**config.mk**
```make
export PLATFORM = sky130hd
export DESIGN_NAME = mem_bus_arbiter
export DESIGN_NICKNAME = d
export VERILOG_FILES = /design/src/rtl/mem_bus_arbiter.sv
export SDC_FILE = /design/constraint.sdc
export NUM_CORES = 1
export LEC_CHECK = 0
export ABC_AREA = 0
export CAP_MARGIN = 0
export CELL_PAD_IN_SITES_DETAIL_PLACEMENT = 1
export CELL_PAD_IN_SITES_GLOBAL_PLACEMENT = 1
export CORE_ASPECT_RATIO = 1.25
export CORE_MARGIN = 1.5
export CORE_UTILIZATION = 25
export CTS_BUF_LIST = sky130_fd_sc_hd__clkbuf_8
export DETAILED_ROUTE_END_ITERATION = 8
export GPL_ROUTABILITY_DRIVEN = 1
export PLACE_DENSITY = 0.93
export SETUP_SLACK_MARGIN = 0.02
export SYNTH_ARGS = -nofsm -noshare
export SYNTH_HDL_FRONTEND = slang
export SYNTH_SLANG_ARGS = --single-unit
```
**constraint.sdc**
```tcl
create_clock -name clk -period 1.7 [get_ports clk]
set_input_delay 0.255 -clock clk [delete_from_list [all_inputs] [get_ports clk]]
set_output_delay 0.255 -clock clk [all_outputs]
set_load 0.01 [all_outputs]
```
**src/rtl/mem_bus_arbiter.sv**
```systemverilog
// Two-master round-robin arbiter for the shared memory bus, with per-master lock for atomic sequences.
// Define ARB_TIMEOUT_EN to add the slave timeout (TIMEOUT cycles, aborts with bus_err and all-ones data).
module mem_bus_arbiter #(
    parameter int TIMEOUT = 255
) (
    input  logic        clk,
    input  logic        rst_n,

    input  logic [31:0] m0_addr,
    input  logic [31:0] m0_dout,
    output logic [31:0] m0_din,
    input  logic        m0_wr,
    input  logic [3:0]  m0_lane,
    input  logic        m0_valid,
    output logic        m0_ready,
    input  logic        m0_lock,

    input  logic [31:0] m1_addr,
    input  logic [31:0] m1_dout,
    output logic [31:0] m1_din,
    input  logic        m1_wr,
    input  logic [3:0]  m1_lane,
    input  logic        m1_valid,
    output logic        m1_ready,
    input  logic        m1_lock,

    output logic [31:0] s_addr,
    output logic [31:0] s_dout,
    input  logic [31:0] s_din,
    output logic        s_wr,
    output logic [3:0]  s_lane,
    output logic        s_valid,
    input  logic        s_ready,

    output logic        grant,
    output logic        bus_err
);

    // state  | meaning
    // IDLE   | no owner; arbitrate between m0 and m1 each cycle
    // BUSY   | request registered on s_*, waiting for s_ready
    // LOCKED | granted master keeps the bus between transfers
    typedef enum logic [1:0] {
        IDLE   = 2'd0,
        BUSY   = 2'd1,
        LOCKED = 2'd2
    } state_t;

    state_t      state;
    logic        last_grant;
    logic        start;
    logic        win;
    logic        g_valid;
    logic        g_lock;
    logic        tmo_hit;
    logic        done;
    logic [31:0] ret_data;

    always_comb begin
        g_valid = grant ? m1_valid : m0_valid;
        g_lock  = grant ? m1_lock  : m0_lock;
        start   = 1'b0;
        win     = grant;
        case (state)
            IDLE: begin
                start = m0_valid | m1_valid;
                if (m0_valid && m1_valid)
                    win = ~last_grant;
                else
                    win = m1_valid;
            end
            LOCKED: begin
                start = g_valid;
                win   = grant;
            end
            default: ;
        endcase
    end

`ifdef ARB_TIMEOUT_EN
    // Down-counter loaded on grant; terminal count in BUSY cycle TIMEOUT.
    localparam int TW = (TIMEOUT > 1) ? $clog2(TIMEOUT) : 1;

    logic [TW-1:0] tmo_cnt;

    always_ff @(posedge clk) begin
        if (!rst_n)
            tmo_cnt <= '0;
        else if (start)
            tmo_cnt <= TW'(TIMEOUT - 1);
        else if (state == BUSY && !s_ready && tmo_cnt != '0)
            tmo_cnt <= tmo_cnt - TW'(1);
    end

    assign tmo_hit = (state == BUSY) && !s_ready && (tmo_cnt == '0);
`else
    // No counter: TIMEOUT is inert and this comparison is constant false.
    assign tmo_hit = (TIMEOUT < 0);
`endif

    assign done     = (state == BUSY) && (s_ready || tmo_hit);
    assign ret_data = tmo_hit ? 32'hFFFF_FFFF : s_din;
    assign bus_err  = tmo_hit;

    assign m0_ready = done && !grant;
    assign m1_ready = done &&  grant;
    assign m0_din   = (state == BUSY && !grant) ? ret_data : 32'h0;
    assign m1_din   = (state == BUSY &&  grant) ? ret_data : 32'h0;

    always_ff @(posedge clk) begin
        if (!rst_n) begin
            state      <= IDLE;
            grant      <= 1'b0;
            last_grant <= 1'b1;
            s_valid    <= 1'b0;
            s_wr       <= 1'b0;
            s_lane     <= 4'h0;
            s_addr     <= 32'h0;
            s_dout     <= 32'h0;
        end else begin
            case (state)
                IDLE, LOCKED: begin
                    if (start) begin
                        state      <= BUSY;
                        grant      <= win;
                        last_grant <= win;
                        s_valid    <= 1'b1;
                        s_addr     <= win ? m1_addr : m0_addr;
                        s_dout     <= win ? m1_dout : m0_dout;
                        s_wr       <= win ? m1_wr   : m0_wr;
                        s_lane     <= win ? m1_lane : m0_lane;
                    end else if (state == LOCKED && !g_lock) begin
                        state <= IDLE;
                    end
                end
                BUSY: begin
                    // A timeout also drops any lock the owner was holding.
                    if (tmo_hit) begin
                        s_valid <= 1'b0;
                        state   <= IDLE;
                    end else if (s_ready) begin
                        s_valid <= 1'b0;
                        state   <= g_lock ? LOCKED : IDLE;
                    end
                end
                default: state <= IDLE;
            endcase
        end
    end

endmodule

```
==> results.txt <==
final hold viol count: 0
TNS Setup: -3370 ps
die width: 125 microns
syn_nets: 754
launch point of the worst hold path: rst_n
Worst EP arrival: 2100 ps
DR vias: 6311
Final Wtd Congestion: 0.808
Detailed Route Iter0 Violations: 240
post-synthesis register bit count: 74
DPL Wire Length: 16.8 mm
CP most frequent cell: buf_6
final count of pins violating max slew: 0
IO Count: 315
max_cap viols: 0
clk_skew: 9.70 ps
cts hold-fix bufs: 0
Max Buffers Root-to-Sink: 2
worst slack, placed: -391 ps
VDD IR-drop max: 0.403 mV
leakage power: 0.00387 uW
worst rel slew slack: 57.2%
drt wl/cell: 23.5 microns
Max Fclk: 0.555 GHz
clk root buf: clkbuf_8
worst-margin pin slew: 642 ps
commonest cells after routing, fill and taps aside: clkdlybuf4s50_1, buf_6, nor2_1, dfxtp_1, mux2i_1
largest net degree at the start of global routing: 39
Final Critical Period: 1800 ps
Net count, final: 1112
DR vias/cell: 5.39
starting density of the core: 25.5%
CP max-delay cell: dfxtp_4
Area growth syn-to-layout: 116%
Hold Crit Class: in -> reg
Final Non-Filler Cells: 1170
critical path launch point type: register
Die ar.: 0.0193 sq mm
Port Buf Inserts: 313
TritonCTS Buffers: 9
Worst-Skew Late Latency: 360 ps
Syn Area/Cell: 8.01 sq um
fraction of layout instances using a drive strength above 1: 36.7%
post-synthesis cell count: 577
die height: 155 microns
final wirelength: 27.5 mm
Crit. End Element: register
r2r startpoint: grant
H-tree depth: 3
Tot Pwr: 7040 uW
GRT Util Overall: 25.0%
final worst slack: -101 ps
Post-Syn Area: 0.00462 sq mm
pwr/cell area: 705 mW/mm^2
first-pass GRT wire length: 37.7 mm
CTS tree: built
final core utilization: 55.1%
Synth cell types: 26
cell row count: 55
Worst Setup SP: grant
DRC: 0
Routed Antenna Nets: 0
Placed Cells: 1107
Critical Path Fanout Max: 8
Pre-antenna DRT Iters: 4
Worst Path Required: 2000 ps
Final setup viols: 66
crit-path cells: buf_6 > mux2i_4 > a211oi_4 > buf_6 > clkbuf_16 > buf_12 > o21ai_2 > a21oi_1
post-synthesis sequential area ratio: 32.1%
failing checks: setup timing
fillers: 1966
final worst-path cycle share: 106%
critical path's largest stage delay: 370 ps
clock sinks: 74
vias in the first global route: 6595
WP buf/inv: 4
antenna violations before repair: 2
leading cell type in the layout, fill and taps excluded: clkdlybuf4s50_1
yosys warns: 0
Worst-path clk slew: 90 ps
cell family with most CP delay: buffers and inverters
Core ar.: 0.0181 sq mm
GRT Residual Overflow: 0
RSZ-0062 raised after global routing: true
outcome: complete, but fails checks
CP Class: reg -> reg
reg2reg setup slack: -100 ps
repair_timing:
item,CTS,global route
setup endpoints to repair,114,137
setup buffers,18,18
pin swaps,29,15
cloned,13,6
resized for setup,341,250
kinds of logic after synthesis:
group	synth area share [%]
AO/OA/AOI/OAI	29.3
multiplexers	15.4
buffers and inverters	6.63
other	0.0811
AND/OR/NAND/NOR	16.6
flip-flops	32.1
synth_stat cells:
cell / count / share of area (%)
a22oi_1: 1 / 0.16
inv_1: 1 / 0.081
dfxtp_1: 74 / 32
o21ai_0: 39 / 4.2
buf_2: 29 / 3.1
mux2i_1: 70 / 15
nand3b_1: 3 / 0.49
a221oi_1: 69 / 13
conb_1: 1 / 0.081
nor2b_1: 2 / 0.27
nor2_1: 73 / 5.9
clkbuf_1: 29 / 2.4
nand2_1: 4 / 0.32
buf_4: 2 / 0.32
nor3_2: 1 / 0.22
a21oi_1: 72 / 7.8
mux2_2: 1 / 0.24
nor2_2: 1 / 0.14
a211oi_2: 1 / 0.27
and2_1: 67 / 9.1
o21a_1: 1 / 0.16
buf_6: 3 / 0.73
o21ai_1: 30 / 3.2
nand2b_1: 1 / 0.14
a21boi_1: 1 / 0.16
a211oi_1: 1 / 0.16
per-layer routing:
metal | wire length, microns | GRT usage, % | vias up | share of wire (%)
met3 | 1560 | 5.33 | 56 | 5.7
li1 | - | - | 2848 | -
met2 | 14900 | 46.9 | 283 | 54
met5 | 0 | 0 | - | 0
met4 | 973 | 11.7 | 0 | 3.5
met1 | 10100 | 26.6 | 3124 | 37
worst paths after layout:
path | cells past startpoint | end
worst max-delay path | 8 | s_dout[15]
worst min-delay path | 4 | s_dout[10]
worst max register to register | 8 | s_dout[15]
worst min register to register | 2 | s_valid
worst reg2reg max path, delay by kind of cell, from the launching register on:
kind	cells	cell delay [ps]
AOI/OAI and AO/OA	3	550
buffers and inverters	4	640
DFF	1	370
muxes	1	190
flip-flops by register name, summed over array words and instances (netlist names):
name	flops
grant	1
last_grant	1
s_addr	32
s_dout	32
s_lane	4
s_valid	1
s_wr	1
state	2
report_power, final:
part | total, uW | switching [uW] | internal (uW)
Sequential | 2120 | 173 | 1950
Clock | 1460 | 716 | 743
Combinational | 3460 | 1570 | 1880
Total | 7040 | 2460 | 4580
layout make-up:
type | instances | area [sq um] | share of cell area (%)
well taps | 228 | 285 | 2.86
repair buffers | 410 | 4450 | 44.6
clock buffers | 11 | 151 | 1.52
multi-input cells | 439 | 3550 | 35.6
flip-flops and latches | 74 | 1490 | 14.9
inverters | 1 | 3.75 | 0.0376
clock inverters | 5 | 46.3 | 0.464
diodes | 2 | 5.00 | 0.0502
metrics by stage:
stage,hold slack [ps],area (sq um)
floorplan,385,4620
global placement,500,8300
detailed placement,517,8300
CTS,353,8990
global route,516,9980
finish,519,9980
No activity file was read; power rests on OpenSTA's default activity.
